==> src/rtl/spi_mosi_tx_if.sv <==
// -----------------------------------------------------------------------------
// spi_mosi_tx_if
// Groups the word handshake and the SPI pin outputs of the MOSI transmitter.
//   tx_data      word to send, sampled only on handshake
//   tx_valid     tx_data valid, held until accepted
//   tx_ready     transmitter can accept a word
//   spi_cs       chip select, active low
//   spi_sclk     SPI serial clock, idle low (mode 0)
//   spi_mosi_out serial data out
//   busy         frame in progress
//   done         one-cycle pulse when spi_cs deasserts at normal frame end
// Modports: master = word producer / pin observer, slave = transmitter.
// -----------------------------------------------------------------------------
interface spi_mosi_tx_if #(
  parameter int DSIZE = 8
);
  logic [DSIZE-1:0] tx_data;
  logic             tx_valid;
  logic             tx_ready;
  logic             spi_cs;
  logic             spi_sclk;
  logic             spi_mosi_out;
  logic             busy;
  logic             done;

  modport master (
    output tx_data, tx_valid,
    input  tx_ready, spi_cs, spi_sclk, spi_mosi_out, busy, done
  );

  modport slave (
    input  tx_data, tx_valid,
    output tx_ready, spi_cs, spi_sclk, spi_mosi_out, busy, done
  );
endinterface

==> src/rtl/spi_mosi_tx.sv <==
// -----------------------------------------------------------------------------
// spi_mosi_tx
// Master-side SPI mode-0 transmitter. Accepts one DSIZE-bit word per valid/ready
// handshake, drops spi_cs, generates spi_sclk by dividing spi_clk by CLK_DIV per
// half-period, shifts the word out on spi_mosi_out and releases spi_cs after a
// trailing half-period. spi_cs then stays high for CS_GAP cycles before the next
// word can be accepted.
// Ports:
//   spi_clk  system clock, all logic on posedge
//   spi_rst  synchronous active-high reset (aborts a frame without done)
//   bus      spi_mosi_tx_if.slave: tx_data/tx_valid/tx_ready handshake plus
//            spi_cs, spi_sclk, spi_mosi_out, busy, done (all registered)
// -----------------------------------------------------------------------------
module spi_mosi_tx #(
  parameter int DSIZE     = 8,
  parameter int CLK_DIV   = 4,
  parameter int CS_GAP    = 2,
  parameter int LSB_FIRST = 1
) (
  input  logic          spi_clk,
  input  logic          spi_rst,
  spi_mosi_tx_if.slave  bus
);

  localparam int BIT_W = $clog2(DSIZE);
  localparam int DIV_W = (CLK_DIV > 1) ? $clog2(CLK_DIV) : 1;
  localparam int GAP_W = (CS_GAP > 1) ? $clog2(CS_GAP) : 1;
  localparam logic [BIT_W-1:0] BIT_LAST = BIT_W'(DSIZE - 1);
  localparam logic [DIV_W-1:0] DIV_LAST = DIV_W'(CLK_DIV - 1);
  localparam logic [GAP_W-1:0] GAP_LAST = GAP_W'((CS_GAP > 0) ? (CS_GAP - 1) : 0);

  typedef enum logic [2:0] {
    S_IDLE  = 3'd0,
    S_LEAD  = 3'd1,
    S_SHIFT = 3'd2,
    S_TRAIL = 3'd3,
    S_GAP   = 3'd4
  } state_e;

  state_e           state_q, state_d;
  logic [DSIZE-1:0] data_q,  data_d;
  logic [DIV_W-1:0] div_q,   div_d;
  logic [BIT_W-1:0] bit_q,   bit_d;
  logic [GAP_W-1:0] gap_q,   gap_d;
  logic             cs_q,    cs_d;
  logic             sclk_q,  sclk_d;
  logic             mosi_q,  mosi_d;
  logic             ready_q, ready_d;
  logic             busy_q,  busy_d;
  logic             done_q,  done_d;
  logic             div_tc;

  // Bit of the word sent in slot idx (slot 0 goes out first).
  function automatic logic pick_bit(input logic [DSIZE-1:0] word,
                                    input logic [BIT_W-1:0] idx);
    if (LSB_FIRST != 0) begin
      pick_bit = word[idx];
    end else begin
      pick_bit = word[BIT_LAST - idx];
    end
  endfunction

  // Next-state and next-output logic for the frame sequencer.
  always_comb begin
    state_d = state_q;
    data_d  = data_q;
    div_d   = div_q;
    bit_d   = bit_q;
    gap_d   = gap_q;
    cs_d    = cs_q;
    sclk_d  = sclk_q;
    mosi_d  = mosi_q;
    ready_d = ready_q;
    busy_d  = busy_q;
    done_d  = 1'b0;
    div_tc  = (div_q == DIV_LAST);

    // The divider only runs while sclk is being generated or trailed.
    if ((state_q == S_LEAD) || (state_q == S_SHIFT) || (state_q == S_TRAIL)) begin
      div_d = div_tc ? {DIV_W{1'b0}} : (div_q + DIV_W'(1));
    end else begin
      div_d = div_q;
    end

    case (state_q)
      S_IDLE: begin
        if (bus.tx_valid && ready_q) begin
          data_d  = bus.tx_data;
          cs_d    = 1'b0;
          mosi_d  = pick_bit(bus.tx_data, {BIT_W{1'b0}});
          ready_d = 1'b0;
          busy_d  = 1'b1;
          div_d   = {DIV_W{1'b0}};
          bit_d   = {BIT_W{1'b0}};
          state_d = S_LEAD;
        end else begin
          state_d = S_IDLE;
        end
      end
      S_LEAD: begin
        if (div_tc) begin
          sclk_d  = 1'b1;
          state_d = S_SHIFT;
        end else begin
          state_d = S_LEAD;
        end
      end
      S_SHIFT: begin
        if (div_tc) begin
          sclk_d = ~sclk_q;
          // Data only moves on the falling edge, keeping it stable around each rise.
          if (sclk_q) begin
            if (bit_q == BIT_LAST) begin
              state_d = S_TRAIL;
            end else begin
              bit_d  = bit_q + BIT_W'(1);
              mosi_d = pick_bit(data_q, bit_q + BIT_W'(1));
            end
          end else begin
            state_d = S_SHIFT;
          end
        end else begin
          state_d = S_SHIFT;
        end
      end
      S_TRAIL: begin
        if (div_tc) begin
          cs_d   = 1'b1;
          mosi_d = 1'b0;
          done_d = 1'b1;
          gap_d  = {GAP_W{1'b0}};
          if (CS_GAP == 0) begin
            ready_d = 1'b1;
            busy_d  = 1'b0;
            state_d = S_IDLE;
          end else begin
            state_d = S_GAP;
          end
        end else begin
          state_d = S_TRAIL;
        end
      end
      S_GAP: begin
        if (gap_q == GAP_LAST) begin
          ready_d = 1'b1;
          busy_d  = 1'b0;
          state_d = S_IDLE;
        end else begin
          gap_d = gap_q + GAP_W'(1);
        end
      end
      default: begin
        cs_d    = 1'b1;
        sclk_d  = 1'b0;
        mosi_d  = 1'b0;
        ready_d = 1'b1;
        busy_d  = 1'b0;
        state_d = S_IDLE;
      end
    endcase
  end

  // State and registered-output flops with synchronous reset.
  always_ff @(posedge spi_clk) begin
    if (spi_rst) begin
      state_q <= S_IDLE;
      data_q  <= {DSIZE{1'b0}};
      div_q   <= {DIV_W{1'b0}};
      bit_q   <= {BIT_W{1'b0}};
      gap_q   <= {GAP_W{1'b0}};
      cs_q    <= 1'b1;
      sclk_q  <= 1'b0;
      mosi_q  <= 1'b0;
      ready_q <= 1'b1;
      busy_q  <= 1'b0;
      done_q  <= 1'b0;
    end else begin
      state_q <= state_d;
      data_q  <= data_d;
      div_q   <= div_d;
      bit_q   <= bit_d;
      gap_q   <= gap_d;
      cs_q    <= cs_d;
      sclk_q  <= sclk_d;
      mosi_q  <= mosi_d;
      ready_q <= ready_d;
      busy_q  <= busy_d;
      done_q  <= done_d;
    end
  end

  assign bus.tx_ready     = ready_q;
  assign bus.spi_cs       = cs_q;
  assign bus.spi_sclk     = sclk_q;
  assign bus.spi_mosi_out = mosi_q;
  assign bus.busy         = busy_q;
  assign bus.done         = done_q;

endmodule

==> src/flat_wrapper.sv <==
// flat-port wrapper written by rule: the top's interface ports become plain ports
module spi_mosi_tx_flat 
#(
  parameter int DSIZE     = 8,
  parameter int CLK_DIV   = 4,
  parameter int CS_GAP    = 2,
  parameter int LSB_FIRST = 1
)
  (spi_clk, spi_rst, bus_tx_data, bus_tx_valid, bus_tx_ready, bus_spi_cs, bus_spi_sclk, bus_spi_mosi_out, bus_busy, bus_done);
  spi_mosi_tx_if #(.DSIZE(DSIZE)) bus_i ();
  input  logic spi_clk;
  input  logic spi_rst;
  input wire logic [$bits(bus_i.tx_data)-1:0] bus_tx_data;
  input wire logic [$bits(bus_i.tx_valid)-1:0] bus_tx_valid;
  output wire logic [$bits(bus_i.tx_ready)-1:0] bus_tx_ready;
  output wire logic [$bits(bus_i.spi_cs)-1:0] bus_spi_cs;
  output wire logic [$bits(bus_i.spi_sclk)-1:0] bus_spi_sclk;
  output wire logic [$bits(bus_i.spi_mosi_out)-1:0] bus_spi_mosi_out;
  output wire logic [$bits(bus_i.busy)-1:0] bus_busy;
  output wire logic [$bits(bus_i.done)-1:0] bus_done;
  assign bus_i.tx_data = bus_tx_data;
  assign bus_i.tx_valid = bus_tx_valid;
  assign bus_tx_ready = bus_i.tx_ready;
  assign bus_spi_cs = bus_i.spi_cs;
  assign bus_spi_sclk = bus_i.spi_sclk;
  assign bus_spi_mosi_out = bus_i.spi_mosi_out;
  assign bus_busy = bus_i.busy;
  assign bus_done = bus_i.done;
  spi_mosi_tx #(.DSIZE(DSIZE), .CLK_DIV(CLK_DIV), .CS_GAP(CS_GAP), .LSB_FIRST(LSB_FIRST)) u_core (.spi_clk(spi_clk), .spi_rst(spi_rst), .bus(bus_i));
endmodule
==> config.mk <==
export PLATFORM = sky130hd
export DESIGN_NAME = spi_mosi_tx_flat
export DESIGN_NICKNAME = d
export VERILOG_FILES = /design/src/rtl/spi_mosi_tx_if.sv /design/src/rtl/spi_mosi_tx.sv /design/src/flat_wrapper.sv
export SDC_FILE = /design/constraint.sdc
export NUM_CORES = 1
export LEC_CHECK = 0
export ABC_AREA = 1
export CELL_PAD_IN_SITES_DETAIL_PLACEMENT = 0
export CELL_PAD_IN_SITES_GLOBAL_PLACEMENT = 1
export CORE_AREA = 10 10 67 69
export DETAILED_ROUTE_END_ITERATION = 12
export DIE_AREA = 0 0 77 79
export GPL_ROUTABILITY_DRIVEN = 1
export GPL_TIMING_DRIVEN = 0
export PLACE_DENSITY = 0.73
export SLEW_MARGIN = 15
export SYNTH_ARGS = -nofsm -noshare
export SYNTH_HDL_FRONTEND = slang
export SYNTH_SLANG_ARGS = --single-unit
==> constraint.sdc <==
create_clock -name spi_clk -period 1.6 [get_ports spi_clk]
set_input_delay 0.32 -clock spi_clk [delete_from_list [all_inputs] [get_ports spi_clk]]
set_output_delay 0.32 -clock spi_clk [all_outputs]
set_load 0.005 [all_outputs]
# After elaboration in Yosys (flattened, before gate mapping)

Index checks and enable logic that the tools add are counted.

Flip-flop bits (word level): 23
Logic and storage cells: 92

Add/subtract/negate cells: 3
Magnitude comparators: 1
Equality and inequality tests: 14
Mux-type cells: 38
Bitwise gates (word level): 6
Reductions and logical operators: 19

Operators by type and width:

| cell                | number |
|---|---|
| $mux 3              | 9 |
| $mux 1              | 15 |
| $pmux 3 s5          | 1 |
| $ne 2x1->1 const B  | 6 |
| $pmux 1 s3          | 4 |
| $mux 2              | 5 |
| $reduce_and 3->1    | 3 |
| $reduce_or 3->1     | 3 |
| $eq 3x2->1 const B  | 2 |
| $eq 3x3->1 const B  | 2 |
| $not 1->1           | 6 |
| $pmux 3 s2          | 1 |
| $reduce_and 2->1    | 3 |
| $reduce_and 6->1    | 1 |
| $reduce_and 5->1    | 1 |
| $lt 3x4->1 const B  | 1 |
| $ne 4x4->1 const B  | 1 |
| $pmux 1 s4          | 1 |
| $reduce_bool 2->1   | 2 |
| $reduce_or 2->1     | 2 |
| $add 3x1->3 const B | 1 |
| $bmux 1 s3          | 1 |
| $eq 3x1->1 const B  | 1 |
| $logic_not 3->1     | 1 |
| other kinds (7)     | 8 |

# Logic depth before layout (Yosys ltp)

Gate-level depths: netlist of the first run.

Word-level depth: 7
Depth in mapped cells: 9
Gate-level depth less buffers: 9

# Worst setup path after synthesis of the first run

Ideal clock, no wire load.

Path kind: reg2reg
Start: register u_core.bit_q[0]
End: register u_core.bit_q[1]
Arrival time: 1.152 ns
Slack: 0.331 ns
Cell stages (with the launch flop): 9
Buffers on the path: 0
Period minus slack after synthesis: 1.269 ns
Cell sequence: dfxtp_1 -> ha_1 -> ha_1 -> nor2_1 -> nand2_1 -> nand2_2 -> inv_2 -> a21oi_1 -> nor2_1

Cells in the longest elaborated chain, start to end: 5
Elaborated cells on any way between the ends: 8
Those cells by class: add/sub: 1; eq/ne: 2; mux: 4; reduce/logical: 1

Ends and longest elaborated chain:

| element                | RTL line           | text |
|---|---|---|
| from (decl)            | spi_mosi_tx.sv:43  | `logic [BIT_W-1:0] bit_q, bit_d;` |
| from (signal assigned) | spi_mosi_tx.sv:169 | `bit_q <= {BIT_W{1'b0}};` |
| from (signal assigned) | spi_mosi_tx.sv:181 | `bit_q <= bit_d;` |
| $add 3x1->3            | spi_mosi_tx.sv:116 | `bit_d = bit_q + BIT_W'(1);` |
| $mux 3                 | spi_mosi_tx.sv:113 | `if (bit_q == BIT_LAST) begin` |
| $mux 3                 | spi_mosi_tx.sv:112 | `if (sclk_q) begin` |
| $mux 3                 | spi_mosi_tx.sv:109 | `if (div_tc) begin` |
| $pmux 3 s2             | spi_mosi_tx.sv:85  | `case (state_q)` |

Parallel ways exist; a longest one is shown, timed or not. The select of a mux whose other input is x is not followed.
A chain may end at the register's enable or synchronous reset.

# Worst setup path in the final report of the first run

Start: register u_core.ready_q, in the netlist u_core.bus.tx_ready
End: output port bus_tx_ready

RTL lines:

| element                | RTL line           | text |
|---|---|---|
| from (decl)            | spi_mosi_tx.sv:48  | `logic ready_q, ready_d;` |
| from (signal assigned) | spi_mosi_tx.sv:186 | `ready_q <= ready_d;` |
| to (decl)              | flat_wrapper.sv:15 | `output wire logic [$bits(bus_i.tx_ready)-1:0] bus_tx_ready;` |

No word-level cell between the ends.

==> out/metrics.csv, run 1 <==
stage;metric;value;unit
yosys;#FFs+latches synth;23;
die;# rows;21;
sta;# setup viols final;0;
sta;Clock Skews;0.01461;ns
route;Met1 Wirelength;1.216;mm
yosys;share of the yosys chip area belonging to registers;0.4075;
clock_network;htree depth;1;
layout;layout cells sized above 1;0.1257;
sta;RSZ-0062 raised after global routing;false;
layout;area growth from synthesis to layout;20.82;%
clock_network;Post-CTS Setup Bufs;0;
route;Initial DRT Pass Iterations;4;
yosys;mapped cell area;1130;sq um
critical_path;Crit path arrival time;1.23;ns
critical_path;CP Cell Sequence;clkdlybuf4s50_1;
route;DR WL met2;1.295;mm
sta;pin slew with the least headroom to its limit;0.2747;ns
layout;Nets;198;
clock_network;clk buf depth;2;
route;mean routed wirelength per cell;11.81;um
placed_design;Place WS;-0.04310;ns
critical_path;critical path class;register to output port;
route;total length of routed met3 wires;143;um
yosys;Mapped Cells;164;
yosys;syn nets;178;
die;initial core utilization;0.3496;
sta;Pins Over Slew Limit;0;
critical_path;crit-path max cell delay;0.52;ns
run;# Max-Cap Violations;0;
sta;max_slew headroom;0.8166;
clock_network;CTS tree;built;
global_route;grt ovf;0;
layout;fin cells;229;
placed_design;DP Cell Count;225;
yosys;number of synthesis warnings;0;
sta;Fin Hold WS;0.2887;ns
critical_path;critical path startpoint category;register;
pwr;pwr dens;863.9;nW/um^2
sta;Setup WS post-layout;0.05254;ns
critical_path;slowest CP cell;clkdlybuf4s50_1;
sta;clock period minus worst slack;1.547;ns
clock_network;CTS Sinks;23;
die;die extent in x;77;um
route;Vias/cell;4.725;
route;top sig layer;met4;
sta;Fmax;0.6462;GHz
die;die height;79;um
die;die area;6083;sq um
critical_path;worst path required time;1.28;ns
pwr;Leak Pwr;0.0006111;uW
critical_path;critical path peak fanout;3;
die;core area;3232;sq um
global_route;largest net degree at the start of global routing;14;
layout;Ant. Diodes;0;
global_route;GRT Overall Usage;0.09393;
route;First DRT Iteration DRCs;64;
critical_path;Crit path buffers/inverters;1;
route;Routed Wire Length;2.705;mm
route;Vias;1082;
placed_design;DP HPWL;2.099;mm
placed_design;IO buf count;15;
min_path;HP Class;input pin to register;
critical_path;crit end category;output port;
sta;Final period util;0.9672;
global_route;antenna violations before repair;0;
clock_network;clk_lat worst skew;0.32;ns
clock_network;clk slew on worst S/H paths;0.13;ns
route;DR DRC count;0;
pwr;VDD IR max;0.3230;mV
layout;post-layout util;0.4224;
sta;Hold Vio Cnt, Final;0;
placed_design;gpl congestion;0.8333;
clock_network;root buf cell;clkbuf_4;
clock_network;cts repair resizes;0;
yosys;Synth cell types;20;
pwr;Tot Pwr;1179;uW
global_route;first-pass GRT wire length;4.816;mm
clock_network;Hold Buf Count CTS;0;
yosys;Avg Inst Size Synth;6.889;sq um
run_status;status;finished, final reports clean;
route;Routed Antenna Nets;0;
die;io pins;17;
clock_network;total CTS buffers;3;
critical_path;Top Family by Delay on Critical Path;buffers and inverters;
global_route;vias in the first global route;1073;
==> stage by stage <==
stage,area [sq um],setup TNS [ns]
floorplan,1130,0
global placement,1338,-0.3183
detailed placement,1338,-0.1920
CTS,1365,0
global route,1365,0
finish,1365,0
==> report_power, final <==
part           switching, uW  internal, uW
combinational            148           116
sequential              29.2           618
clock                    175          93.5
==> cell usage after synthesis (all sizes together) <==
cell	instances	share of area
a211oi	1	0.0066
a21oi	15	0.076
buf	3	0.019
dfxtp	23	0.41
ha	3	0.033
inv	20	0.066
nand2	47	0.16
nand3	12	0.058
nor2	23	0.087
nor3	1	0.0044
o211ai	2	0.013
o21ai	13	0.058
or2	1	0.0078
==> placed cells by master (no fill, tap or decap), drive strengths merged <==
cell and n:
a211oi 1, a21oi 15, buf 3, clkbuf 3, clkdlybuf4s50 15, clkinv 1, dfxtp 23, ha 3
inv 20, nand2 47, nand3 12, nor2 23, nor3 1, o211ai 2, o21ai 13, or2 1
==> metal layers <==
metal / global-route usage / up-vias
li1: - / 563
met1: 0.1079 / 487
met2: 0.1627 / 25
met3: 0.02477 / 7
met4: 0.03832 / 0
met5: 0 / -
==> final cells by class <==
type	count	area, sq um
buffer	3	21.27
clock buffer	3	22.52
clock inverter	1	5.005
fill	348	1867
inverter	20	75.07
multi-input combinational	118	573.1
sequential	23	460.4
tap	46	57.56
timing repair buffer	15	150.1
==> registers in the layout, summed over array words and instances (netlist names) <==
register,cells
u_core.div_q,2
u_core.bus.spi_mosi_out,1
u_core.bus.spi_cs,1
u_core.bus.tx_ready,1
u_core.bus.done,1
u_core.state_q,3
u_core.bus.busy,1
u_core.bit_q,3
u_core.gap_q,1
u_core.data_q,8
u_core.bus.spi_sclk,1
==> final timing paths <==
kind / cells past startpoint / from / endpoint / slack [ns]
worst max-delay path: 1 / u_core.bus.tx_ready / bus_tx_ready / 0.05
worst min-delay path: 2 / spi_rst / u_core.bus.busy / 0.29
worst max register to register: 8 / u_core.bit_q[0] / u_core.bus.spi_mosi_out / 0.14
worst min register to register: 2 / u_core.data_q[6] / u_core.data_q[6] / 0.46
==> cells by family after synthesis <==
logic type / synth area share
DFF: 0.4075
AOI/OAI and AO/OA: 0.1539
and+or+nand+nor: 0.3200
buffers and inverters: 0.08527
adders and majority gates: 0.03323
Note: power is estimated with default switching activity, not from simulation.
==> run 2, diff against run 1 <==
--- a/config.mk
+++ b/config.mk
@@ -9,6 +9,7 @@
 export CELL_PAD_IN_SITES_DETAIL_PLACEMENT = 0
 export CELL_PAD_IN_SITES_GLOBAL_PLACEMENT = 1
 export CORE_AREA = 10 10 67 69
+export CTS_CLUSTER_SIZE = 40
 export DETAILED_ROUTE_END_ITERATION = 12
 export DIE_AREA = 0 0 77 79
 export GPL_ROUTABILITY_DRIVEN = 1
==> constraint.sdc (replaced) <==
create_clock -name spi_clk -period 1.45 [get_ports spi_clk]
set_input_delay 0.145 -clock spi_clk [delete_from_list [all_inputs] [get_ports spi_clk]]
set_output_delay 0.145 -clock spi_clk [all_outputs]
set_load 0.005 [all_outputs]
==> run 2 against run 1 <==
Compared with the run above: critical path depth stayed put; setup slack better by 0.022 ns; first-iteration DRC count is 28% higher; utilization is 1.9 points higher; power is 12% higher; sequential share of layout area is 0.84 points lower; sequential power is 10% higher; clock skew hardly changed; register-to-register slack worse by 0.04 ns; sequential cell count stayed put; critical endpoint unchanged; highest routed layer unchanged.
==> out/metrics.csv, run 2 (synthesis results as in run 1) <==
stage;metric;value;unit;change
run_status;status;finished, final reports clean;;unchanged
sta;# setup viols final;0;;unchanged
sta;RSZ-0062 raised after global routing;true;;was false
critical_path;Crit path arrival time;1.23;ns;about the same
min_path;min-delay src;spi_rst;;unchanged
run;# Max-Cap Violations;0;;unchanged
route;Initial DRT Pass Iterations;4;;unchanged
placed_design;gpl congestion;0.8333;;unchanged
critical_path;RR Startpoint;u_core.bit_q[0];;unchanged
sta;pin slew with the least headroom to its limit;0.2487;ns;was 0.2747 ns
route;Vias/cell;4.697;;was 4.725
clock_network;clk_lat worst skew;0.32;ns;about the same
critical_path;R2R Setup Slk;0.10;ns;was 0.14 ns
clock_network;htree depth;1;;unchanged
die;die extent in x;77;um;unchanged
global_route;grt ovf;0;;unchanged
layout;max reg flops;8;;unchanged
route;Vias;1085;;was 1082
critical_path;crit-path max cell delay;0.52;ns;about the same
layout;area growth from synthesis to layout;26.25;%;was 20.82%
clock_network;root buf cell;clkbuf_4;;unchanged
pwr;Tot Pwr;1322;uW;was 1179 uW
placed_design;DP HPWL;2.099;mm;unchanged
sta;max_slew headroom;0.8324;;was 0.8166
sta;Clock Skews;0.01438;ns;was 0.01461 ns
sta;Hold Vio Cnt, Final;0;;unchanged
min_path;HP Class;input pin to register;;unchanged
min_path;Hold Crit Depth;2;;unchanged
layout;most frequent cells in the layout;nand2_1, nor2_1, dfxtp_1;;was nand2_1, dfxtp_1, nor2_1
clock_network;total CTS buffers;3;;unchanged
critical_path;crit end category;output port;;unchanged
critical_path;Crit path buffers/inverters;1;;unchanged
critical_path;slowest CP cell;clkdlybuf4s50_1;;unchanged
global_route;largest net degree at the start of global routing;14;;unchanged
critical_path;worst path required time;1.31;ns;was 1.28 ns
pwr;clock network fraction of design power;0.226;;was 0.228
global_route;vias in the first global route;1073;;unchanged
min_path;Worst Hold Path EP;u_core.bus.busy;;unchanged
die;io pins;17;;unchanged
clock_network;CTS tree;built;;unchanged
clock_network;Hold Buf Count CTS;0;;unchanged
sta;Final period util;0.9483;;
critical_path;CP Cell Sequence;clkdlybuf4s50_1;;unchanged
global_route;GRT Overall Usage;0.09393;;unchanged
route;mean routed wirelength per cell;12.07;um;was 11.81 um
sta;clock period minus worst slack;1.375;ns;
die;die area;6083;sq um;unchanged
route;Routed Wire Length;2.788;mm;was 2.705 mm
placed_design;IO buf count;15;;unchanged
critical_path;critical path startpoint category;register;;unchanged
layout;Largest regs;u_core.data_q: 8 flops, u_core.bit_q: 3 flops, u_core.state_q: 3 flops;;unchanged
sta;Pins Over Slew Limit;0;;unchanged
die;die height;79;um;unchanged
critical_path;Top Family by Delay on Critical Path;buffers and inverters;;unchanged
clock_network;clk slew on worst S/H paths;0.13;ns;about the same
route;Routed Antenna Nets;0;;unchanged
pwr;VDD IR max;0.3568;mV;was 0.3230 mV
clock_network;clk buf depth;2;;unchanged
layout;layout cells sized above 1;0.1892;;was 0.1257
pwr;Net Sw Frac;0.3003;;was 0.2983
layout;Top reg by flops;u_core.data_q;;unchanged
sta;Setup WS post-layout;0.07496;ns;was 0.05254 ns
critical_path;worst reg2reg endpoint;u_core.bus.spi_mosi_out;;unchanged
layout;commonest non-fill, non-tap cell in the layout;nand2_1;;unchanged
global_route;first-pass GRT wire length;4.816;mm;unchanged
clock_network;CTS Sinks;23;;unchanged
layout;post-layout util;0.4413;;was 0.4224
sta;Fmax;0.7273;GHz;
die;# rows;21;;unchanged
pwr;Leak Pwr;0.0006195;uW;was 0.0006111 uW
placed_design;Place WS;-0.01810;ns;was -0.04310 ns
placed_design;Placed Instance Area;1338;sq um;unchanged
layout;Nets;200;;was 198
pwr;Combinational Power Share;0.233;;was 0.223
die;initial core utilization;0.3496;;unchanged
die;core area;3232;sq um;unchanged
route;DR DRC count;0;;unchanged
critical_path;Reg2Reg Depth;8;;unchanged
critical_path;critical path peak fanout;3;;unchanged
sta;Fin Hold WS;0.1113;ns;was 0.2887 ns
layout;design area;1426;sq um;was 1365 sq um
route;First DRT Iteration DRCs;82;;was 64
layout;Ant. Diodes;0;;unchanged
pwr;pwr dens;926.8;nW/um^2;was 863.9 nW/um^2
critical_path;critical path class;register to output port;;unchanged
global_route;antenna violations before repair;0;;unchanged
pwr;Sequential Power Share;0.540;;was 0.549
pwr;internal cell power;925.0;uW;was 827.6 uW
pwr;Switch Pwr;397.0;uW;was 351.8 uW
## run 2: worst max path at each step
stage | start | end | cells after the start
3_3_place_gp | bus_tx_valid | u_core.bit_q[0] | 8
3_5_place_dp | bus_tx_valid | u_core.bit_q[1] | 8
5_1_grt | u_core.bit_q[0] | u_core.bus.spi_mosi_out | 8
6_report | u_core.bus.tx_ready | bus_tx_ready | 1
4_1_cts | u_core.bit_q[0] | u_core.bus.spi_mosi_out | 8
2_1_floorplan | u_core.bit_q[0] | u_core.bit_q[1] | 8
## run 2: cell type report
cell class              instances  area (sq um)
fillers                       343          1805
multi-input cells             118         610.6
flip-flops and latches         23         469.2
repair buffers                 17         165.2
inverters                      20         75.07
well taps                      46         57.56
clock buffers                   3         22.52
plain buffers                   3         21.27
clock inverters                 1         5.005
## run 2: per-layer routing
metal	up-vias	wire, um	track usage
met3	4	143	0.02477
li1	565	-	-
met4	0	29	0.03832
met2	23	1324	0.1627
met1	493	1289	0.1079
met5	-	0	0
## run 2: power groups by stage
stage / clock, uW / sequential [uW] / combinational [uW]
5_1_grt: 343 / 720 / 346
6_report: 299 / 715 / 308
3_3_place_gp: 0 / 726 / 291
3_5_place_dp: 0 / 728 / 293
4_1_cts: 311 / 715 / 295
2_1_floorplan: 0 / 723 / 191
## run 2: timing repair
action | CTS | global route
resized for setup | 1 | 12
pin swaps | 0 | 1
setup buffers | 0 | 2
endpoints found under the setup margin | 2 | 10
## run 2: metrics by stage
stage                     instances   TNS, ns
after floorplan                 164         0
after detailed placement        225  -0.03910
after CTS                       229         0
final                           231         0
after global placement          225   -0.1107
after global routing            231  -0.04247
